$ cat src/rtl/alu_pkg.sv
// Shared types and decode for the ALU issue stage.
package alu_pkg;

    typedef enum logic [2:0] {
        OP_SUB  = 3'd0,
        OP_CMP  = 3'd1,
        OP_ADD  = 3'd2,
        OP_AND  = 3'd3,
        OP_XOR  = 3'd4,
        OP_LI   = 3'd5,
        OP_NOP6 = 3'd6,
        OP_NOP7 = 3'd7
    } alu_op_e;

    localparam logic [3:0] ALU_SUB = 4'b0000;
    localparam logic [3:0] ALU_CMP = 4'b0001;
    localparam logic [3:0] ALU_ADD = 4'b0010;
    localparam logic [3:0] ALU_AND = 4'b0011;
    localparam logic [3:0] ALU_XOR = 4'b0100;

    typedef struct packed {
        logic [3:0] alu_s;
        logic       we;
        logic       fl;
    } alu_dec_t;

    // Opcode to ALU select, write-enable and flag-update. LI rides the adder with B=0.
    function automatic alu_dec_t alu_decode(input alu_op_e op);
        alu_dec_t d;
        d.alu_s = ALU_SUB;
        d.we    = 1'b0;
        d.fl    = 1'b0;
        case (op)
            OP_SUB: begin d.alu_s = ALU_SUB; d.we = 1'b1; d.fl = 1'b1; end
            OP_CMP: begin d.alu_s = ALU_CMP; d.we = 1'b0; d.fl = 1'b1; end
            OP_ADD: begin d.alu_s = ALU_ADD; d.we = 1'b1; d.fl = 1'b1; end
            OP_AND: begin d.alu_s = ALU_AND; d.we = 1'b1; d.fl = 1'b1; end
            OP_XOR: begin d.alu_s = ALU_XOR; d.we = 1'b1; d.fl = 1'b1; end
            OP_LI:  begin d.alu_s = ALU_ADD; d.we = 1'b1; d.fl = 1'b0; end
            default: ;
        endcase
        return d;
    endfunction

endpackage

$ cat src/rtl/alu_regfile.sv
// NREGS x W register file: two combinational reads, one synchronous write, R0 hard-wired to zero.
module alu_regfile
    import alu_pkg::*;
#(
    parameter int NREGS = 8,
    parameter int W     = 32,
    parameter int AW    = $clog2(NREGS)
) (
    input  logic          clk,
    input  logic          rst,
    input  logic [AW-1:0] ra1,
    input  logic [AW-1:0] ra2,
    output logic [W-1:0]  rd1,
    output logic [W-1:0]  rd2,
    input  logic          we,
    input  logic [AW-1:0] wa,
    input  logic [W-1:0]  wd
);

    logic [W-1:0] mem_q [NREGS];
    logic [W-1:0] mem_d [NREGS];

    // Next-state of the array; entry 0 is kept at zero so writes to R0 are dropped.
    always_comb begin
        mem_d = mem_q;
        if (we && (wa != '0)) begin
            mem_d[wa] = wd;
        end
        mem_d[0] = '0;
    end

    // Array storage with async clear.
    always_ff @(posedge clk or posedge rst) begin
        if (rst) begin
            for (int i = 0; i < NREGS; i++) begin
                mem_q[i] <= '0;
            end
        end else begin
            mem_q <= mem_d;
        end
    end

    assign rd1 = (ra1 == '0) ? '0 : mem_q[ra1];
    assign rd2 = (ra2 == '0) ? '0 : mem_q[ra2];

endmodule

$ cat src/rtl/alu_issue_stage.sv
// Two-stage issue/retire pipeline feeding an external combinational ALU.
// S1 holds the registered ALU inputs; S2 captures the ALU result and retires it.
module alu_issue_stage
    import alu_pkg::*;
#(
    parameter int NREGS = 8,
    parameter int W     = 32,
    parameter int AW    = $clog2(NREGS)
) (
    input  logic          clk,
    input  logic          rst,
    input  logic          cmd_valid,
    output logic          cmd_ready,
    input  logic [2:0]    cmd_op,
    input  logic [AW-1:0] cmd_rd,
    input  logic [AW-1:0] cmd_rs1,
    input  logic [AW-1:0] cmd_rs2,
    input  logic [W-1:0]  cmd_imm,
    output logic [W-1:0]  alu_a,
    output logic [W-1:0]  alu_b,
    output logic [3:0]    alu_s,
    input  logic [W-1:0]  alu_y,
    input  logic          alu_zero,
    input  logic          alu_carry,
    output logic          res_valid,
    input  logic          res_ready,
    output logic [AW-1:0] res_rd,
    output logic          res_we,
    output logic [W-1:0]  res_data,
    output logic          flag_z,
    output logic          flag_c
);

    logic          s1_valid_q, s1_valid_d, s1_we_q, s1_we_d, s1_fl_q, s1_fl_d;
    logic [AW-1:0] s1_rd_q, s1_rd_d;
    logic [W-1:0]  alu_a_q, alu_a_d, alu_b_q, alu_b_d;
    logic [3:0]    alu_s_q, alu_s_d;

    logic          s2_valid_q, s2_valid_d, s2_we_q, s2_we_d, s2_fl_q, s2_fl_d;
    logic          s2_z_q, s2_z_d, s2_c_q, s2_c_d;
    logic [AW-1:0] s2_rd_q, s2_rd_d;
    logic [W-1:0]  s2_y_q, s2_y_d;

    logic          flag_z_q, flag_z_d, flag_c_q, flag_c_d;

    logic          s1_adv, s2_adv, retire;
    logic [W-1:0]  rf_rd1, rf_rd2, fwd_a, fwd_b;
    alu_dec_t      dec;

    assign s2_adv    = !s2_valid_q || res_ready;
    assign s1_adv    = !s1_valid_q || s2_adv;
    assign retire    = s2_valid_q && res_ready;
    assign cmd_ready = s1_adv;

    alu_regfile #(.NREGS(NREGS), .W(W), .AW(AW)) u_regfile (
        .clk (clk),
        .rst (rst),
        .ra1 (cmd_rs1),
        .ra2 (cmd_rs2),
        .rd1 (rf_rd1),
        .rd2 (rf_rd2),
        .we  (retire && s2_we_q),
        .wa  (s2_rd_q),
        .wd  (s2_y_q)
    );

    // Operand fetch with forwarding: the younger S1 result wins over S2, which wins over the array.
    always_comb begin
        fwd_a = rf_rd1;
        fwd_b = rf_rd2;
        if (s2_valid_q && s2_we_q && (s2_rd_q == cmd_rs1) && (cmd_rs1 != '0)) fwd_a = s2_y_q;
        if (s2_valid_q && s2_we_q && (s2_rd_q == cmd_rs2) && (cmd_rs2 != '0)) fwd_b = s2_y_q;
        if (s1_valid_q && s1_we_q && (s1_rd_q == cmd_rs1) && (cmd_rs1 != '0)) fwd_a = alu_y;
        if (s1_valid_q && s1_we_q && (s1_rd_q == cmd_rs2) && (cmd_rs2 != '0)) fwd_b = alu_y;
    end

    // Stage advance, decode and retire; stalled stages hold every field.
    always_comb begin
        dec        = alu_decode(alu_op_e'(cmd_op));
        s1_valid_d = s1_valid_q;
        s1_we_d    = s1_we_q;
        s1_fl_d    = s1_fl_q;
        s1_rd_d    = s1_rd_q;
        alu_a_d    = alu_a_q;
        alu_b_d    = alu_b_q;
        alu_s_d    = alu_s_q;
        s2_valid_d = s2_valid_q;
        s2_we_d    = s2_we_q;
        s2_fl_d    = s2_fl_q;
        s2_rd_d    = s2_rd_q;
        s2_y_d     = s2_y_q;
        s2_z_d     = s2_z_q;
        s2_c_d     = s2_c_q;
        flag_z_d   = flag_z_q;
        flag_c_d   = flag_c_q;

        if (s1_adv) begin
            s1_valid_d = cmd_valid;
            if (cmd_valid) begin
                s1_we_d = dec.we;
                s1_fl_d = dec.fl;
                s1_rd_d = cmd_rd;
                alu_s_d = dec.alu_s;
                case (alu_op_e'(cmd_op))
                    OP_LI:                begin alu_a_d = cmd_imm; alu_b_d = '0;    end
                    OP_NOP6, OP_NOP7:     begin alu_a_d = '0;      alu_b_d = '0;    end
                    default:              begin alu_a_d = fwd_a;   alu_b_d = fwd_b; end
                endcase
            end
        end

        if (s2_adv) begin
            s2_valid_d = s1_valid_q;
            if (s1_valid_q) begin
                s2_we_d = s1_we_q;
                s2_fl_d = s1_fl_q;
                s2_rd_d = s1_rd_q;
                s2_y_d  = alu_y;
                s2_z_d  = alu_zero;
                s2_c_d  = alu_carry;
            end
        end

        if (retire && s2_fl_q) begin
            flag_z_d = s2_z_q;
            flag_c_d = s2_c_q;
        end
    end

    // Pipeline and flag registers.
    always_ff @(posedge clk or posedge rst) begin
        if (rst) begin
            s1_valid_q <= 1'b0;
            s1_we_q    <= 1'b0;
            s1_fl_q    <= 1'b0;
            s1_rd_q    <= '0;
            alu_a_q    <= '0;
            alu_b_q    <= '0;
            alu_s_q    <= ALU_SUB;
            s2_valid_q <= 1'b0;
            s2_we_q    <= 1'b0;
            s2_fl_q    <= 1'b0;
            s2_rd_q    <= '0;
            s2_y_q     <= '0;
            s2_z_q     <= 1'b0;
            s2_c_q     <= 1'b0;
            flag_z_q   <= 1'b0;
            flag_c_q   <= 1'b0;
        end else begin
            s1_valid_q <= s1_valid_d;
            s1_we_q    <= s1_we_d;
            s1_fl_q    <= s1_fl_d;
            s1_rd_q    <= s1_rd_d;
            alu_a_q    <= alu_a_d;
            alu_b_q    <= alu_b_d;
            alu_s_q    <= alu_s_d;
            s2_valid_q <= s2_valid_d;
            s2_we_q    <= s2_we_d;
            s2_fl_q    <= s2_fl_d;
            s2_rd_q    <= s2_rd_d;
            s2_y_q     <= s2_y_d;
            s2_z_q     <= s2_z_d;
            s2_c_q     <= s2_c_d;
            flag_z_q   <= flag_z_d;
            flag_c_q   <= flag_c_d;
        end
    end

    assign alu_a     = alu_a_q;
    assign alu_b     = alu_b_q;
    assign alu_s     = alu_s_q;
    assign res_valid = s2_valid_q;
    assign res_rd    = s2_rd_q;
    assign res_we    = s2_we_q;
    assign res_data  = s2_y_q;
    assign flag_z    = flag_z_q;
    assign flag_c    = flag_c_q;

endmodule

$ cat config.mk
export PLATFORM = sky130hd
export DESIGN_NAME = alu_issue_stage
export DESIGN_NICKNAME = d
export VERILOG_FILES = /design/src/rtl/alu_pkg.sv /design/src/rtl/alu_regfile.sv /design/src/rtl/alu_issue_stage.sv
export SDC_FILE = /design/constraint.sdc
export NUM_CORES = 1
export LEC_CHECK = 0
export CAP_MARGIN = 30
export CORE_UTILIZATION = 45
export DETAILED_ROUTE_END_ITERATION = 6
export HOLD_SLACK_MARGIN = 0.06
export PLACE_DENSITY = 0.66
export SLEW_MARGIN = 10
export SYNTH_ARGS = -nofsm -noshare
export SYNTH_HDL_FRONTEND = slang
export SYNTH_HIERARCHICAL = 1
export SYNTH_SLANG_ARGS = --single-unit
$ cat constraint.sdc
create_clock -name clk -period 11 [get_ports clk]
set_clock_uncertainty 0.1 [all_clocks]
set_input_delay 2.2 -clock clk [delete_from_list [all_inputs] [get_ports clk]]
set_output_delay 2.2 -clock clk [all_outputs]
set_load 0.02 [all_outputs]
# After elaboration in Yosys (flattened, before gate mapping)
# Cells that the tools add are included.
# op_classes
order_cmp	4
n_eq_ne	11
muxes	18
bitwise	3
n_reduce_logical	29
# ops
op	count
32-bit two-way mux	12
256-bit bitwise mux	1
32-bit binary-select mux with 3-bit select	2
32-bit demux with 3-bit select	1
32-bit case mux with 2 select lines	1
5-bit case mux with 6 select lines	1
1-bit logical AND	15
3-bit equality test	4
3-bit equality test (second input constant)	4
4-bit >= comparator (second input constant)	3
3-bit NOT with 4-bit output	3
3-bit logical NOT	3
3-bit nonzero test	3
3-bit by 2-bit equality test with 1-bit output (second input constant)	2
4-bit by 1-bit < comparator with 1-bit output (second input constant)	1
2-bit AND reduction	2
3-bit by 1-bit equality test with 1-bit output (second input constant)	1
3-bit OR reduction	1
1-bit logical NOT	2
1-bit logical OR	2
2-bit OR reduction	1
# totals
register_bits	340
out_inout_bits	108
wordCells	88

# Longest topological paths before layout
# Gate-level depths: netlist of the first run.
# depth
depth_word	8
ltp_mapped	7
ltp_nobuf	5

# Hierarchy
# Netlist of the first run, hierarchy kept.
# modules_own_cells
module	n_inst	cells_per_inst	area_per_inst_um2	seq_area_each_um2
alu_regfile	1	872	12230.5	5605.4
alu_issue_stage	1	581	5798.1	2877.8

# Worst setup path after synthesis of the first run
# OpenSTA, ideal clock, no wires.
# synth_path
kind	in2out
from	input res_ready
to	output cmd_ready
arrival_ns	2.509
slack_ns	6.191
cell_stages	1
path_cell_list	nand3b_1
# synth_via
elab_chain_cells	2
# synth_lines
item	line_no	rtl
start, declared	alu_issue_stage.sv:26	input logic res_ready,
1-bit logical OR	alu_issue_stage.sv:50	assign s2_adv = !s2_valid_q || res_ready;
1-bit logical OR	alu_issue_stage.sv:51	assign s1_adv = !s1_valid_q || s2_adv;
end, declared	alu_issue_stage.sv:13	output logic cmd_ready,
# Every way passes these cells.

# Worst setup path in the final report of the first run
# Ends and elaborated chain as after synthesis.

==> flow_summary.yaml, run 1 <==
worst_setup_path:
  r2r_cells: 6
  cp_cell_sequence: "clkdlybuf4s50_1 -> nand3b_1 -> clkdlybuf4s50_1"
  worstPathRequired_ns: 8.70
  cp_max_fo: 5
  critPathLaunchType: "input pin"
  reg2reg_slack_ns: 8.03
  cpMostUsedCell: "clkdlybuf4s50_1"
  criticalPathCategory: "in2out"
  worstReg2RegStart: "s1_rd_q[2]"
  cp-end-kind: "output pin"
  r2r-end: "alu_b[3]"
  slowest_stage: "clkdlybuf4s50_1"
  worstPathArrival_ns: 3.64
  crit_path_max_incr_delay_ns: 0.66
drt:
  routedWlPerCell_um: 23.9
  via_count: 12985
  antenna_left: 0
  dr.first_iter.drc_count: 912
  post_drt_via_cell_ratio: 6.10
  drt_pass1_iterations: 5
  drc: 0
  wirelength_um: 51000
floorplanning:
  rows: 72
  die_y_um: 202
  dieWidth_um: 202
  initial_utilization_pct: 46.1
  ios: 190
  die_area_mm2: 0.0409
  core_area_mm2: 0.0391
hold_path:
  hold_path_class: "reg2reg"
  worstHoldPathCells: 2
  hold_path_startpoint: "s1_fl_q"
  min_to: "s1_fl_q"
synthesis:
  yosysSeqAreaShare_pct: 47.1
  postSynth.asyncResetShare_pct: 100
  syn_avg_cell_area_um2: 12.4
  yosysTopAreaCellShare_pct: 47.1
  ys.flop_type: "dfrtp_1"
  synthCells: 1453
  yosys.cell_types.count: 50
  yosysTopAreaCell: "dfrtp_1"
  synth-seq-cells: 339
  synth-warning-count: 6
  synth_fp_nets: 1535
  synth_area_mm2: 0.0180
  synth_area_leaders: "dfrtp_1, mux2_2, mux2i_1, a221oi_1, mux2_4"
  synth_edf_count: 0
placed_design:
  dp_hpwl_um: 29600
  routabilityCongestion: 0.776
  port_buffers: 188
cells_and_area:
  area_growth_pct: 18.7
  regArea_mm2: 0.00848
  nNetsFinal: 1668
  num-fill-cells: 3371
  drive_above_1_share_pct: 27.1
  final_cell_mix: "dfrtp_1, mux2_2, clkdlybuf4s50_1"
  multi_input_area_mm2: 0.00867
  antenna_cells: 0
  layout_commonest_cell: "dfrtp_1"
clock_tree:
  cts_buffers: 38
  clkLatencyLatePin_ns: 0.54
  clk_pin_slew_ns: 0.05
  ctsResizeCount: 0
  cts_num_sinks: 339
  post_cts_buffers: 0
  cts_buffer_depth: 3
  cts_hold_buf: 0
  htree_levels: 2
  cts_tree: "done"
  cts-root-buf: "clkbuf_16"
status:
  status: "complete, no violations"
power_and_ir_drop:
  power.total_uw: 4800
  cellPowerDensity_mw_per_mm2: 224
  power.leakage_uw: 0.00948
  vdd_ir_drop_max_uv: 108
global_route:
  grt_pass1_wl_um: 80000
  grtUsageTotal_pct: 25.0
  antenna_found_initial: 0
  grt_overflow_total: 0
  grt_pass1_vias: 13559
  grt_max_degree: 110
timing:
  drv_slew: 0
  post-route-period-util_pct: 54.0
  finalSetupViolCount: 0
  period_needed_ns: 5.94
  relSlewSlack_pct: 26.9
  hold_violations: 0
  hold_ws_ns: 0.369
  worst_pin_slew_ns: 1.10
  timing.fmax_mhz: 168
  tns_ns: 0
  grt_setup_unrepaired: "false"
flow_run:
  maxCapViolations: 0
[registers in the layout, indices dropped and copies added (netlist names)]
name,flops
u_regfile/mem_q,224
s2_z_q,1
s1_we_q,1
res_data,32
flag_z,1
res_rd,3
s1_fl_q,1
alu_a,32
s2_c_q,1
s2_fl_q,1
res_we,1
res_valid,1
s1_valid_q,1
s1_rd_q,3
alu_b,32
alu_s,3
flag_c,1
[cell type report]
class                      count  area share [%]
timing repair buffer         220            10.3
clock buffer                  50            5.08
inverter                      38           0.713
tap                          518            3.03
clock inverter                14           0.690
sequential                   339            39.6
multi-input combinational    949            40.5
[logic make-up after synthesis]
logic type / count (synthesis) / synth area share [%]
compound gates: 275 / 12.1
other cells: 1 / 0.0208
simple gates: 175 / 4.54
xor+xnor: 6 / 0.291
mux: 492 / 30.9
buf+inv: 165 / 5.15
flops: 339 / 47.1
[metal layers]
layer,vias to the layer above,routed length (um),track usage (%)
met2,404,24400,41.0
met5,-,0,0
met4,0,1270,7.84
li1,5765,-,-
met3,109,2260,2.87
met1,6707,23100,34.8
[worst max-delay path by stage]
stage | startpoint | to | slack, ns | cells past startpoint
3_5_place_dp | res_ready | cmd_ready | 5.07 | 3
5_1_grt | res_ready | cmd_ready | 5.00 | 3
2_1_floorplan | rst | u_regfile/mem_q[0] | 2.57 | 1
6_report | res_ready | cmd_ready | 5.06 | 3
3_3_place_gp | res_ready | cmd_ready | 5.12 | 3
4_1_cts | res_ready | cmd_ready | 5.05 | 3
[report_power, final]
group | switching (uW) | leakage [uW] | internal (uW)
sequential | 383 | 0.00435 | 1690
combinational | 614 | 0.00452 | 849
clock | 519 | 0.000609 | 743
[worst max-delay path, delay by kind of cell]
family / cells / cell delay [ns]
and+or+nand+nor: 1 / 0.26
buffers and inverters: 2 / 1.18
[per-stage QoR]
| stage | util [%] | setup WS, ns | instance area, um2 | cells |
|---|---|---|---|---|
| final | 54.8 | 5.06 | 21400 | 2128 |
| after global routing | 54.8 | 5.00 | 21400 | 2128 |
| after CTS | 54.4 | 5.05 | 21300 | 2123 |
| after detailed placement | 51.3 | 5.07 | 20000 | 2059 |
| after global placement | 51.2 | 5.12 | 20000 | 2057 |
| after floorplan | - | 2.57 | 18000 | 1453 |
[synthesized netlist by cell type, types with 2 or more instances]
master,instances
nor3b_1,2
buf_4,10
o21ai_0,67
buf_2,46
a221o_1,30
nor2b_1,2
dfrtp_1,339
a221o_2,2
or3b_1,2
xnor2_1,2
mux2_2,253
nand3b_1,2
o2111ai_1,2
a31oi_1,3
nand2_1,141
and2_1,3
clkbuf_1,43
mux2i_1,160
nor2_1,2
nand2b_1,4
a21oi_1,4
nand3_1,2
nand4b_4,2
mux2_1,19
o221ai_1,32
or2_2,2
mux2_4,60
inv_1,38
a221oi_1,126
and4bb_1,2
and2b_1,2
buf_6,24
and3_1,3
buf_8,3
xor2_1,4
Power figures use the tool's default switching activity.
==> run 2, diff against run 1 <==
--- a/config.mk
+++ b/config.mk
@@ -9,7 +9,7 @@
 export CORE_UTILIZATION = 45
 export DETAILED_ROUTE_END_ITERATION = 6
 export HOLD_SLACK_MARGIN = 0.06
-export PLACE_DENSITY = 0.66
+export PLACE_DENSITY = 0.68
 export SLEW_MARGIN = 10
 export SYNTH_ARGS = -nofsm -noshare
 export SYNTH_HDL_FRONTEND = slang
==> constraint.sdc (replaced) <==
create_clock -name clk -period 4.8 [get_ports clk]
set_clock_uncertainty 0.1 [all_clocks]
set_input_delay 0.96 -clock clk [delete_from_list [all_inputs] [get_ports clk]]
set_output_delay 0.96 -clock clk [all_outputs]
set_load 0.02 [all_outputs]
==> flow_summary.yaml, run 2 (synthesized netlist as in run 1, its figures left out) <==
status:
  status: "complete, no violations"
drt:
  via_count: 12865
  post_drt_via_cell_ratio: 6.02
  wirelength_um: 51200
  routedWlPerCell_um: 23.9
  drt_pass1_iterations: 5
  dr.first_iter.drc_count: 1085
  drc: 0
  antenna_left: 0
global_route:
  grt_pass1_wl_um: 80500
  grt_max_degree: 91
  use_met2_pct: 41.0
  grt_pass1_vias: 13449
  met1_usage_pct: 34.8
  gr-max-usage-layer: "met2"
  use_met3_pct: 3.79
  antenna_found_initial: 0
  grtUsageTotal_pct: 25.3
  grt_overflow_total: 0
worst_setup_path:
  criticalPathCategory: "in2out"
  r2r_cells: 5
  reg2reg_slack_ns: 2.23
  cp_max_fo: 5
  startpoint: "res_ready"
  critPathLaunchType: "input pin"
  worstPathRequired_ns: 3.74
  worstReg2RegStart: "res_valid"
  worstPathArrival_ns: 2.43
  cp-end-kind: "output pin"
  r2r-end: "u_regfile/mem_q[127]"
floorplanning:
  initial_utilization_pct: 46.1
  ios: 190
  core_area_mm2: 0.0391
  dieWidth_um: 202
  die_area_mm2: 0.0409
  rows: 72
  die_y_um: 202
cells_and_area:
  antenna_cells: 0
  area_growth_pct: 19.9
  num-fill-cells: 3316
  largest_register: "u_regfile/mem_q"
  final_cell_mix: "dfrtp_1, mux2_2, clkdlybuf4s50_1"
  regArea_mm2: 0.00848
  final_cell_count_no_fill: 2138
  final_cell_area_mm2: 0.0216
  nNetsFinal: 1677
  layout_commonest_cell: "dfrtp_1"
  multi_input_area_mm2: 0.00867
  largest_register_ffs: 224
  drive_above_1_share_pct: 27.2
timing:
  worst_pin_slew_ns: 0.972
  setup_slack_ns: 1.31
  period_needed_ns: 3.49
  timing.fmax_mhz: 287
  grt_setup_unrepaired: "false"
  relSlewSlack_pct: 35.2
  tns_ns: 0
  post-route-period-util_pct: 72.6
  drv_slew: 0
  hold_violations: 0
  finalSetupViolCount: 0
power_and_ir_drop:
  power.total_uw: 11200
  vdd_ir_drop_max_uv: 298
  cellPowerDensity_mw_per_mm2: 516
  power.leakage_uw: 0.00956
clock_tree:
  cts_buffers: 38
  cts-root-buf: "clkbuf_16"
  htree_levels: 2
  clkLatencyLatePin_ns: 0.53
  cts_tree: "done"
  ctsResizeCount: 0
  cts_hold_buf: 0
  cts_num_sinks: 339
  clk_pin_slew_ns: 0.05
  post_cts_buffers: 0
  cts_buffer_depth: 3
hold_path:
  hold_path_startpoint: "alu_s[2]"
  hold_path_class: "reg2reg"
  min_to: "alu_s[2]"
  worstHoldPathCells: 2
placed_design:
  routabilityCongestion: 0.828
  place_inst: 2070
  dpl-instance-area_mm2: 0.0202
  port_buffers: 188
  dp_hpwl_um: 30900
  pre_cts_ws_ns: 1.04
flow_run:
  maxCapViolations: 0
-- run 2: changes by cell type in the layout (fill, tap and decap cells not counted), sizes merged --
cell      previous run  this run
buf                 38        47
bufinv               2         3
clkbuf              50        58
clkinv              10         4
clkinvlp             2         1
inv                 38        37
-- run 2: layout make-up --
cell class | count | area share (%)
multi-input cells | 949 | 40.1
repair buffers | 229 | 11.0
clock inverters | 7 | 0.510
flip-flops and latches | 339 | 39.3
inverters | 38 | 0.701
well taps | 518 | 3.00
clock buffers | 58 | 5.41
-- run 2: through the flow --
step	hold slack, ns	util [%]
after global placement	0.363	51.7
after global routing	0.423	55.3
final	0.380	55.3
after CTS	0.383	55.1
after floorplan	0.343	-
after detailed placement	0.359	51.8
-- run 2: how the worst max path moves through the flow --
stage,end,slack [ns],depth (start not counted)
floorplan,alu_a[0],0.70,1
detailed placement,alu_b[28],1.04,6
CTS,cmd_ready,1.32,3
finish,cmd_ready,1.31,3
global placement,alu_b[3],1.02,6
global route,cmd_ready,1.27,3
-- run 2: where the power goes --
part / switching [uW] / leakage [uW] / internal, uW
registers: 898 / 0.00435 / 3880
logic: 1420 / 0.00458 / 1960
clock network: 1160 / 0.000631 / 1830
-- run 2: layer usage --
layer	vias to the layer above	wire, um
met5	-	0
met4	0	1420
met3	97	2940
met2	439	24100
met1	6558	22700
li1	5771	-
-- run 2: worst max-delay path, cell delays in order --
cell and delay (ns):
clkdlybuf4s50_1 0.54, nand3b_1 0.27, clkdlybuf4s50_1 0.66
